File: src/rtl/fetch_unit.sv
// PC + fetch stage: drives pc to instruction memory and registers the returned word toward decode.
// One cycle pc->ir_out; stalls hold everything while ir_valid && !ir_ready; branch flushes the IR.
module fetch_unit #(
  parameter int unsigned     PC_W        = 8,
  parameter int unsigned     INSTR_W     = 16,
  parameter logic [PC_W-1:0] RESET_PC    = '0,
  parameter logic [3:0]      HALT_OPCODE = 4'hF
) (
  input  logic               clk,
  input  logic               rst_n,
  output logic [PC_W-1:0]    pc,
  input  logic [INSTR_W-1:0] current_instruction,
  output logic [INSTR_W-1:0] ir_out,
  output logic [PC_W-1:0]    ir_pc,
  output logic               ir_valid,
  input  logic               ir_ready,
  input  logic               branch_taken,
  input  logic [PC_W-1:0]    branch_target,
  input  logic               resume,
  output logic               halted
);

  typedef enum logic {S_FETCH = 1'b0, S_HALT = 1'b1} state_t;

  state_t              r_state, w_state_nxt;
  logic [PC_W-1:0]     r_pc, w_pc_nxt;
  logic [INSTR_W-1:0]  r_ir, w_ir_nxt;
  logic [PC_W-1:0]     r_ir_pc, w_ir_pc_nxt;
  logic                r_ir_vld, w_ir_vld_nxt;
  logic                w_slot_free;
  logic                w_is_halt;
  logic [PC_W-1:0]     w_pc_inc;

  assign w_slot_free = !r_ir_vld || ir_ready;
  assign w_is_halt   = (current_instruction[INSTR_W-1 -: 4] == HALT_OPCODE);
  assign w_pc_inc    = r_pc + {{(PC_W-1){1'b0}}, 1'b1};

  always_ff @(posedge clk or negedge rst_n) begin
    if (!rst_n) begin
      r_state  <= S_FETCH;
      r_pc     <= RESET_PC;
      r_ir     <= '0;
      r_ir_pc  <= '0;
      r_ir_vld <= 1'b0;
    end else begin
      r_state  <= w_state_nxt;
      r_pc     <= w_pc_nxt;
      r_ir     <= w_ir_nxt;
      r_ir_pc  <= w_ir_pc_nxt;
      r_ir_vld <= w_ir_vld_nxt;
    end
  end

  always_comb begin
    w_state_nxt  = r_state;
    w_pc_nxt     = r_pc;
    w_ir_nxt     = r_ir;
    w_ir_pc_nxt  = r_ir_pc;
    w_ir_vld_nxt = r_ir_vld;
    // A redirect overrides everything, including a resume and a same-cycle accept.
    if (branch_taken) begin
      w_pc_nxt     = branch_target;
      w_ir_vld_nxt = 1'b0;
      w_state_nxt  = S_FETCH;
    end else begin
      case (r_state)
        S_FETCH: begin
          if (w_slot_free) begin
            w_ir_nxt     = current_instruction;
            w_ir_pc_nxt  = r_pc;
            w_ir_vld_nxt = 1'b1;
            if (w_is_halt) w_state_nxt = S_HALT;
            else           w_pc_nxt    = w_pc_inc;
          end
        end
        S_HALT: begin
          if (r_ir_vld && ir_ready) w_ir_vld_nxt = 1'b0;
          if (resume) begin
            w_pc_nxt    = w_pc_inc;
            w_state_nxt = S_FETCH;
          end
        end
        default: w_state_nxt = S_FETCH;
      endcase
    end
  end

  assign pc       = r_pc;
  assign ir_out   = r_ir;
  assign ir_pc    = r_ir_pc;
  assign ir_valid = r_ir_vld;
  assign halted   = (r_state == S_HALT);

endmodule

File: config.mk
export PLATFORM = sky130hd
export DESIGN_NAME = fetch_unit
export DESIGN_NICKNAME = d
export VERILOG_FILES = /design/src/rtl/fetch_unit.sv
export SDC_FILE = /design/constraint.sdc
export NUM_CORES = 1
export LEC_CHECK = 0
export BUFFER_PORTS_ARGS = -buffer_cell sky130_fd_sc_hd__buf_4
export CAP_MARGIN = 0
export CORE_MARGIN = 4
export CORE_UTILIZATION = 42
export DETAILED_ROUTE_END_ITERATION = 6
export PLACE_DENSITY = 0.74
export SLEW_MARGIN = 25
export SYNTH_ARGS = -nofsm -noshare
export SYNTH_HDL_FRONTEND = slang
export SYNTH_SLANG_ARGS = --single-unit
File: constraint.sdc
create_clock -name clk -period 1.43 [get_ports clk]
set_clock_uncertainty 0.15 [all_clocks]
set_input_delay 0.143 -clock clk [delete_from_list [all_inputs] [get_ports clk]]
set_output_delay 0.143 -clock clk [all_outputs]
set_load 0.1 [all_outputs]
# Yosys cells after proc, flatten, opt, wreduce, memory -nomap -nowiden
# Cells that the tools add are included.
[op_classes] add_sub_neg=1 mux=14 n_bitwise=2 n_reduce_logical=6 eq_ne=5
[ops] cell="$mux 8" count=4
[ops] cell="$pmux 8 s2" count=1
[ops] cell="$ne 3x3->1 const B" count=3
[ops] cell="$add 8x1->8 const B" count=1
[ops] cell="$mux 1" count=7
[ops] cell="$reduce_and 3->1" count=2
[ops] cell="$eq 4x4->1 const B" count=1
[ops] cell="$pmux 1 s2" count=2
[ops] cell="$ne 3x2->1 const B" count=1
[ops] cell="$not 1->1" count=2
[ops] cell="$reduce_and 2->1" count=1
[ops] cell="$logic_and 1x1->1" count=1
[ops] cell="$logic_not 1->1" count=1
[ops] cell="$logic_or 1x1->1" count=1
[totals] wordCells=33 reg_bits=34 out_inout_bits=34 input_bits=29

# Depth between registers and ports, before layout
# Gate-level depths: netlist (run 1).
[logic_depth] word_depth=5 ltp_mapped=5 ltp_nobuf=5

# Worst setup path before layout (run 1)
# OpenSTA, ideal clock, no wires.
[synth_path] path_kind="reg-to-reg" startpoint="reg r_pc[4] (netlist: pc[4])" endpoint="reg r_pc[7] (netlist: pc[7])" arrival_ns=1.980 required_time_ns=1.198 slack_ns=-0.782 n_path_buf=0 period_less_slack_ns=2.212 setup_ns=0.082 path_stages_with_launch=5 path_cell_list="dfrtp_1 and3_1 a41oi_2 or4_1 a31oi_1"
[synth_between] elab_chain_len=5 word_cells_on_any_way=6 cone_classes="1 x add/sub; 5 x mux"
[synth_rtl] item="start, declared" line_no="26" text="logic [PC_W-1:0] r_pc, w_pc_nxt;"
[synth_rtl] item="start signal, assigned" line_no="47" text="r_pc <= w_pc_nxt;"
[synth_rtl] item="$add 8x1->8 (*)" line_no="36" text="assign w_pc_inc = r_pc + {{(PC_W-1){1'b0}}, 1'b1};"
[synth_rtl] item="$mux 8" line_no="72" text="if (w_is_halt) w_state_nxt = S_HALT;"
[synth_rtl] item="$mux 8" line_no="68" text="if (w_slot_free) begin"
[synth_rtl] item="$pmux 8 s2 (*)" line_no="66" text="case (r_state)"
[synth_rtl] item="$mux 8 (*)" line_no="61" text="if (branch_taken) begin"
# Every way passes the cells marked *; elsewhere a longest branch is shown, timed or not. The select of a mux whose other input is x is not followed.
# A chain may end at the register's enable or synchronous reset.

# Worst setup path in the final report (run 1)
[layout_path] startpoint="reg r_ir_vld (netlist: ir_valid)" endpoint="reg r_ir[2] (netlist: ir_out[2])"
[layout_between] elab_chain_len=3
[layout_rtl] item="start, declared" line_no="29" text="logic r_ir_vld, w_ir_vld_nxt;"
[layout_rtl] item="start signal, assigned" line_no="50" text="r_ir_vld <= w_ir_vld_nxt;"
[layout_rtl] item="$logic_not 1->1" line_no="34" text="assign w_slot_free = !r_ir_vld || ir_ready;"
[layout_rtl] item="$logic_or 1x1->1" line_no="34"
[layout_rtl] item="$reduce_and 3->1 (no line)"
[layout_rtl] item="end signal, assigned" line_no="48" text="r_ir <= w_ir_nxt;"
[layout_rtl] item="end, declared" line_no="27" text="logic [INSTR_W-1:0] r_ir, w_ir_nxt;"
# No other way between the ends.

==> metrics.cfg, run 1 <==
[grt]
antenna_found_initial=0
gr-total-overflow=0
grt_usage_pct=19.5
grt_max_degree=35
grt_first_pass_wirelength_microns=6560
first_global_vias=1450

[placed_design]
port_buffers=62
hpwlAfterDp_microns=2750
place_congestion=0.843

[timing]
period_needed_ps=1540
max_slew_margin_pct=71.1
slew_viol_final=0
max_freq_mhz=649
finalWorstSetupSlack_ps=-112
setup_violations=34
grt_setup_unrepaired=yes
fin_setup_tns_ps=-2440
worstMarginPinSlew_ps=434
hold-worst-slack_ps=30.7
min_period_over_period_pct=108
finalHoldViolCount=0

[clock_network]
root_buffer=clkbuf_4
cts_tree=done
clock_latency_ps=340
cts_buffer_depth=2
clkTransAtPathRegs_ps=100
htree_levels=2
clock_sinks=34
numCtsBuffers=5

[drt]
drt_iter0_markers=42
antenna_left=0
wl_per_cell_microns=15.4
wl_microns=4220
drc=0
vias_per_cell=4.94
first_pass_iters=4
vias=1353

[status]
violations=negative setup slack
status=complete, but fails checks

[die]
row_count=21
die_w_microns=67.5
die_area_sq_um=4550
initial_core_util_pct=43.9
ios=63
die_h_microns=67.5
core_sq_um=3390

[worst_setup_path]
cp-end-kind=flip-flop
path_class=reg -> reg
cp.arrival_ps=1610
crit_required_ps=1500
path_max_fanout=5
startpoint_type=flip-flop

[synthesis]
syn_area_sq_um=1490
synth_edf_count=0
synth_cell_types=34
netlist_top_cells_area=dfrtp_1 (57%), mux2_2 (18%), mux2i_1 (2.0%)
synthArstFlopShare_pct=100
synth_fp_nets=144
synth_top_cell_area_share_pct=57.2
syn_inst=114
ys.warnings.count=0
ys_ff_latch=34
avgSynthCellArea_sq_um=13.0
yosys.area.top_type=dfrtp_1
ys.flop_type=dfrtp_1
synth_seq_area_share_pct=57.2

[run]
maxCapViolCount=0

[power_and_ir_drop]
p_per_area_nw_per_um2=1410
peakVddDrop_uv=1040
p_leak_nw=1.22

[final_layout]
area_delta_synth_final_pct=82.5
layout-drive-gt1-share_pct=59.6
layout.nets=257
utilization_pct=80.0
insertedDiodeCount=0

[hold_path]
hp-class=in -> reg

==> power breakdown <==
part | total (mW) | switching, mW | internal (mW)
Combinational | 2.04 | 1.42 | 0.624
Clock | 0.556 | 0.320 | 0.236
Sequential | 1.24 | 0.108 | 1.13
Total | 3.84 | 1.85 | 1.99
==> stage by stage <==
stage               instances  instance area [sq um]  worst slack (ps)  total power [mW]
global route              274                   2710              -173              4.01
floorplan                 114                   1570              -253              2.61
finish                    274                   2710              -112              3.84
detailed placement        232                   2170             -87.6              3.07
global placement          232                   2170             -68.2              3.04
CTS                       269                   2620             -91.7              3.81
==> synth_stat cells (all sizes together), types with 2 or more instances <==
cell,n
dfrtp,34
mux2,24
nand2,5
nand3,4
nor2,4
o21ai,4
a22oi,3
a31oi,3
buf,3
mux2i,3
nand4,3
a21oi,2
nand2b,2
nand3b,2
nor2b,2
nor3,2
or3,2
==> flip-flops by register name (all words and copies together) (netlist names) <==
name and count:
pc 8, ir_valid 1, halted 1, ir_out 16, ir_pc 8
==> worst max-delay path: stages, from the launching register on <==
cell       delay [ps]
dfrtp_4           500
nand2b_4           90
buf_4             120
nand3_4           120
clkbuf_16         180
mux2_2            270
==> final timing paths <==
path	startpoint	endpoint	slack (ps)	cells after the start
min	branch_taken	ir_valid	30	3
max in group asynchronous	rst_n	halted	610	2
max reg2reg	ir_valid	ir_out[2]	-110	5
max	ir_valid	ir_out[2]	-110	5
min in group asynchronous	rst_n	pc[5]	160	2
min reg2reg	ir_out[7]	ir_out[7]	370	1
==> metal layers <==
layer  wire [microns]  vias up  GRT usage [%]  share of wire [%]
met4               47        0           6.33                1.1
li1                 -      647              -                  -
met5                0        -              0                  0
met2             2170       56           35.0                 51
met3              385        5           6.66                9.1
met1             1620      645           21.4                 38
==> placed cells by master, fill, tap and decap left out, types with 4 or more instances in the layout <==
cell           Yosys  layout
buf_12             0       8
dfrtp_1           34      24
nor2_1             4       4
dfrtp_4            0       7
clkbuf_4           0       5
buf_6              0       7
mux2_2            24      24
dlygate4sd3_1      0      26
nand2_1            5       5
buf_4              2      68
==> cell type report <==
cell class,instances,area (sq um)
well taps,46,57.6
repair buffers,110,1030
fillers,201,677
clock buffers,6,51.3
flip-flops and latches,34,881
clock inverters,2,12.5
multi-input cells,74,666
inverters,2,10.0
==> repair_timing <==
item | in CTS | in global routing
hold endpoints to repair | 59 | 0
gates cloned | 0 | 2
endpoints found under the setup margin | 38 | 39
buffers inserted | 3 | 3
hold buffers | 26 | 0
pin swaps | 0 | 5
gates resized for setup | 26 | 4
==> kinds of logic after synthesis <==
logic type	count (synthesis)	synth area share [%]
flops	34	57.2
simple gates	30	12.0
mux	27	20.2
compound gates	15	6.99
buf+inv	6	2.10
xor+xnor	1	0.589
fa+ha+maj	1	0.842
Power figures use the tool's default switching activity.
==> run 2: changes to the inputs <==
--- a/config.mk
+++ b/config.mk
@@ -10,6 +10,7 @@
 export CORE_MARGIN = 4
 export CORE_UTILIZATION = 42
 export DETAILED_ROUTE_END_ITERATION = 6
+export GPL_TIMING_DRIVEN = 0
 export PLACE_DENSITY = 0.74
 export SLEW_MARGIN = 25
 export SYNTH_ARGS = -nofsm -noshare
==> run 2 against run 1 <==
  * The flow still finishes with violations (negative setup slack)
  * Sequential power about the same
  * Clock power is 14% lower
  * Count of clock-buffer cells in the layout decreased by 1
  * Setup slack got worse by 16 ps
  * Sequential share of layout area up 2.5 points
  * Power shrank 6.3%
  * Critical path type unchanged
  * Largest power group unchanged
==> metrics.cfg, run 2 (synthesized netlist as in run 1, its figures left out) <==
[final_layout]
layout-drive-gt1-share_pct=56.9  ; -2.7 points
insertedDiodeCount=0  ; unchanged
instances_no_fill=262  ; -4.4%
seq_area_sq_um=881  ; unchanged
multi_input_area_sq_um=657  ; -1.3%
final_common_cell=buf_4
largest_register_ffs=16  ; unchanged
layout.nets=246  ; -4.3%
fillers=226  ; +12%
layout_common_cells=buf_4 (62), dlygate4sd3_1 (26), mux2_2 (24), dfrtp_1 (24)
area_delta_synth_final_pct=69.4
utilization_pct=74.3  ; -5.7 points
final_cell_area_sq_um=2520  ; -7.1%

[placed_design]
hpwlAfterDp_microns=2570  ; -6.7%
port_buffers=62  ; unchanged
numPlacedInstances=222  ; -4.3%
place_congestion=0.825  ; -2.2%
placed_area_sq_um=2090  ; -3.7%

[clock_network]
numCtsBuffers=5  ; unchanged
cts_tree=done
clock_latency_ps=330  ; about the same
cts_buffer_depth=2  ; unchanged
htree_levels=2  ; unchanged
clock_sinks=34  ; unchanged
clkTransAtPathRegs_ps=100  ; about the same
root_buffer=clkbuf_4

[hold_path]
hp-class=in -> reg

[power_and_ir_drop]
comb_power_share_pct=51.6  ; -1.7 points
p_seq_share_pct=35.0  ; +2.8 points
p_per_area_nw_per_um2=1430  ; +0.91%
peakVddDrop_uv=802  ; -23%
switching_power_mw=1.79  ; -2.9%
p_clk_share_pct=13.4  ; -1.1 points
p_leak_nw=1.13  ; -7.6%
swShare_pct=49.9  ; +1.7 points
power.total_mw=3.59  ; -6.3%
internal_power_mw=1.80  ; -9.4%

[timing]
finalHoldViolCount=0  ; unchanged
period_needed_ps=1560  ; +16.2 ps
max_freq_mhz=642  ; -1.0%
max_slew_margin_pct=71.6  ; +0.53 points
fin_setup_tns_ps=-2620  ; -184 ps
setup_violations=33  ; -2.9%
worstMarginPinSlew_ps=426  ; -7.98 ps
min_period_over_period_pct=109  ; +1.1 points
grt_setup_unrepaired=yes
slew_viol_final=0  ; unchanged
finalWorstSetupSlack_ps=-128  ; -16.2 ps

[die]
die_h_microns=67.5  ; unchanged
ios=63  ; unchanged
core_sq_um=3390  ; unchanged
initial_core_util_pct=43.9  ; unchanged
row_count=21  ; unchanged
die_area_sq_um=4550  ; unchanged
die_w_microns=67.5  ; unchanged

[status]
status=complete, but fails checks
violations=negative setup slack

[grt]
antenna_found_initial=0  ; unchanged
gr-total-overflow=0  ; unchanged
grt_usage_pct=18.5  ; -1.1 points
grt_first_pass_wirelength_microns=6240  ; -4.9%
first_global_vias=1345  ; -7.2%
grt_max_degree=35  ; unchanged

[drt]
antenna_left=0  ; unchanged
first_pass_iters=5  ; +1
wl_per_cell_microns=14.6  ; -5.2%
vias_per_cell=4.97  ; +0.64%
wl_microns=3830  ; -9.3%
vias=1302  ; -3.8%
drt_iter0_markers=68  ; +62%
drc=0  ; unchanged

[worst_setup_path]
crit_required_ps=1520  ; +20 ps
path_class=reg -> reg
crit_chain=inv_6, a41oi_4, or4_1, a31oi_1
cp-end-kind=flip-flop
cp.arrival_ps=1650  ; +40 ps
cp_num_buf_inv=1  ; -1
worst_path_max_delay_cell=dfrtp_4
path_max_fanout=6  ; +1
crit_family=flip-flops
critical_path.max_stage_delay_ps=520  ; +20 ps
startpoint_type=flip-flop

[run]
maxCapViolCount=0  ; unchanged

run 2: cell count changes in the layout (fill, tap and decap cells not counted), sizes merged:
cell / previous run / this run
clkbuf: 7 / 6
clkinv: 2 / 3
clkinvlp: 1 / 0
buf: 83 / 72
run 2: power by group through the flow:
stage / combinational [mW] / clock (mW) / sequential (mW)
global placement: 1.74 / 0 / 1.26
global route: 1.93 / 0.559 / 1.28
CTS: 1.83 / 0.501 / 1.26
floorplan: 0.251 / 0 / 2.36
finish: 1.86 / 0.480 / 1.26
detailed placement: 1.75 / 0 / 1.27
run 2: routing by layer:
metal	share of wire, %	routed length, microns	up-vias	GRT usage, %
li1	-	-	615	-
met1	41	1580	625	22.6
met2	49	1890	59	31.1
met3	8.9	339	3	5.16
met4	0.55	21	0	6.08
met5	0	0	-	0
run 2: through the flow:
step | setup slack [ps] | hold WS (ps)
after floorplan | -253 | -303
after global placement | -117 | -42.2
after detailed placement | -146 | -36.4
after CTS | -117 | 37.4
after global routing | -205 | 73.0
final | -128 | 57.0
run 2: tightest hold or removal path: cells and delay by family:
family / cells / cell delay [ps]
buf+inv: 1 / 120
mux: 1 / 120
simple gates: 2 / 110
run 2: what timing repair did:
item,in CTS,in global routing
buffers inserted,5,3
endpoints found under the setup margin,30,37
resized for setup,8,5
hold buffers,26,0
pin swaps,3,4
hold endpoints to repair,59,0
run 2: path summary, 6_finish.rpt:
check	start	endpoint	slack, ps	depth (start not counted)
worst max-delay path	halted	pc[7]	-130	4
worst min-delay path	branch_taken	pc[4]	60	4
worst max register to register	halted	pc[7]	-130	4
worst min register to register	ir_out[9]	ir_out[9]	370	1
max in group asynchronous	rst_n	pc[4]	640	2
min in group asynchronous	rst_n	ir_out[3]	160	2
run 2: area by class of cell:
cell class	count	share of cell area, %
plain buffers	3	1.19
clock buffers	5	1.49
repair buffers	96	33.1
flip-flops and latches	34	35.0
clock inverters	2	0.397
inverters	2	0.497
multi-input cells	74	26.1
well taps	46	2.29
==> run 3: changes to the inputs <==
--- a/config.mk
+++ b/config.mk
@@ -8,11 +8,13 @@
 export BUFFER_PORTS_ARGS = -buffer_cell sky130_fd_sc_hd__buf_4
 export CAP_MARGIN = 0
 export CORE_MARGIN = 4
-export CORE_UTILIZATION = 42
+export CORE_UTILIZATION = 44
+export CTS_BUF_LIST = sky130_fd_sc_hd__clkbuf_8
 export DETAILED_ROUTE_END_ITERATION = 6
 export GPL_TIMING_DRIVEN = 0
-export PLACE_DENSITY = 0.74
+export PLACE_DENSITY = 0.77
 export SLEW_MARGIN = 25
 export SYNTH_ARGS = -nofsm -noshare
 export SYNTH_HDL_FRONTEND = slang
 export SYNTH_SLANG_ARGS = --single-unit
+export TNS_END_PERCENT = 5
==> run 3 against run 2 <==
  * The run still ends with negative setup slack left
  * Power rose by 10%
  * Hold slack got worse by 45 ps
  * Clock power rose by 88%
  * Routed wire length rose by 4.9%
  * Count of clock-buffer cells in the layout rose by 1
  * Sequential power barely moved
  * Global-route usage rose by 1.9 points
  * Sequential share of layout area rose by 0.75 points
  * Sequential cell count did not move
  * Non-clock buffer count fell by 8
  * Die area fell by 4.0%
  * Setup slack improved by 29 ps
  * Critical endpoint unchanged
==> metrics.cfg, run 3 (synthesized netlist as in run 1, its figures left out) <==
[status]
status=complete, but fails checks
violations=negative setup slack

[final_layout]
instances_no_fill=253  ; -3.4%
layout.nets=238  ; -3.3%
insertedDiodeCount=0  ; unchanged
layout-drive-gt1-share_pct=55.0  ; -1.9 points
largest_register_ffs=16  ; unchanged
final_cell_area_sq_um=2470  ; -2.1%
area_delta_synth_final_pct=65.9
utilization_pct=78.2  ; +3.9 points
final_common_cell=buf_4
layout_common_cells=buf_4 (62), dlygate4sd3_1 (25), mux2_2 (24), dfrtp_1 (24), dfrtp_4 (7)

[drt]
vias_per_cell=4.96  ; -0.26%
wl_per_cell_microns=15.9  ; +8.6%
first_pass_iters=4  ; -1
drc=0  ; unchanged
antenna_left=0  ; unchanged
wl_microns=4020  ; +4.9%
vias=1254  ; -3.7%
drt_iter0_markers=33  ; -51%

[placed_design]
place_congestion=0.735  ; -11%
dpl_worst_slack_ps=-153  ; -6.88 ps
port_buffers=62  ; unchanged
hpwlAfterDp_microns=2690  ; +4.6%
placed_area_sq_um=2050  ; -1.7%
numPlacedInstances=220  ; -0.90%

[timing]
setup_violations=27  ; -18%
finalWorstSetupSlack_ps=-98.9  ; +29.2 ps
max_slew_margin_pct=72.2  ; +0.61 points
grt_setup_unrepaired=yes
hold-worst-slack_ps=12.0  ; -45.0 ps
fin_setup_tns_ps=-1230  ; +1390 ps
worstMarginPinSlew_ps=417  ; -9.21 ps
slew_viol_final=0  ; unchanged
max_freq_mhz=654  ; +1.9%
finalHoldViolCount=0  ; unchanged
period_needed_ps=1530  ; -29.2 ps
min_period_over_period_pct=107  ; -2.0 points

[power_and_ir_drop]
p_per_area_nw_per_um2=1610  ; +13%
p_leak_nw=1.10  ; -2.4%
power.total_mw=3.96  ; +10%
peakVddDrop_uv=1010  ; +26%

[clock_network]
clkTransAtPathRegs_ps=70  ; -30 ps
root_buffer=clkbuf_8
clock_sinks=34  ; unchanged
cts_buffer_depth=2  ; unchanged
numCtsBuffers=5  ; unchanged
cts_tree=done
htree_levels=2  ; unchanged
clock_latency_ps=280  ; -50 ps

[grt]
gr-total-overflow=0  ; unchanged
antenna_found_initial=0  ; unchanged
first_global_vias=1417  ; +5.4%
grt_max_degree=35  ; unchanged
grt_usage_pct=20.3  ; +1.9 points
grt_first_pass_wirelength_microns=6660  ; +6.8%

[worst_setup_path]
startpoint_type=flip-flop
reg2reg_slack_ps=-100  ; +30 ps
path_max_fanout=6  ; unchanged
crit_required_ps=1480  ; -40 ps
path_class=reg -> reg
cp.arrival_ps=1580  ; -70 ps
cp-end-kind=flip-flop

[hold_path]
hp-class=in -> reg

[die]
die_h_microns=66.1  ; -2.0%
die_w_microns=66.1  ; -2.0%
die_area_sq_um=4370  ; -4.0%
ios=63  ; unchanged
initial_core_util_pct=47.1  ; +3.3 points
row_count=20  ; -4.8%
core_sq_um=3150  ; -7.0%

[run]
maxCapViolCount=0  ; unchanged

-- run 3: changes by cell type in the layout (fill, tap and decap cells not counted), sizes merged --
cell         delta
dlygate4sd3     -1
clkbuf          +1
buf             -7
inv             +1
bufinv          +1
clkinv          -2
-- run 3: metal layers --
layer	up-vias	GRT usage, %	share of wire (%)
met5	-	0	0
met4	0	3.05	0.42
met3	2	5.10	5.8
met2	45	37.8	52
met1	600	23.7	42
li1	607	-	-
-- run 3: timing repair --
action,4_1_cts,5_1_grt
gates cloned,0,0
gates resized for setup,5,4
pin swaps,2,0
hold endpoints to repair,58,0
buffers inserted,1,0
hold buffers,25,0
endpoints found under the setup margin,28,29
-- run 3: worst paths after layout --
| check | from | end | cells past startpoint |
|---|---|---|---|
| max reg2reg | halted | pc[7] | 4 |
| max in group asynchronous | rst_n | pc[4] | 2 |
| max | halted | pc[7] | 4 |
| min | resume | halted | 3 |
| min reg2reg | ir_out[5] | ir_out[5] | 1 |
| min in group asynchronous | rst_n | ir_out[2] | 2 |
-- run 3: layout make-up --
type,instances,area (sq um)
fillers,222,687
repair buffers,88,736
well taps,44,55.1
clock inverters,2,33.8
plain buffers,3,26.3
inverters,2,12.5
clock buffers,6,82.6
multi-input cells,74,639
flip-flops and latches,34,881
-- run 3: power breakdown --
group / total, mW / internal [mW] / switching (mW)
Clock: 0.902 / 0.561 / 0.341
Combinational: 1.80 / 0.450 / 1.35
Sequential: 1.26 / 1.13 / 0.127
-- run 3: worst max-delay path, cell delays in order (launching register included) --
cell     delay, ps
dfrtp_4        520
inv_6           90
a41oi_4        140
or4_1          420
a31oi_1        130
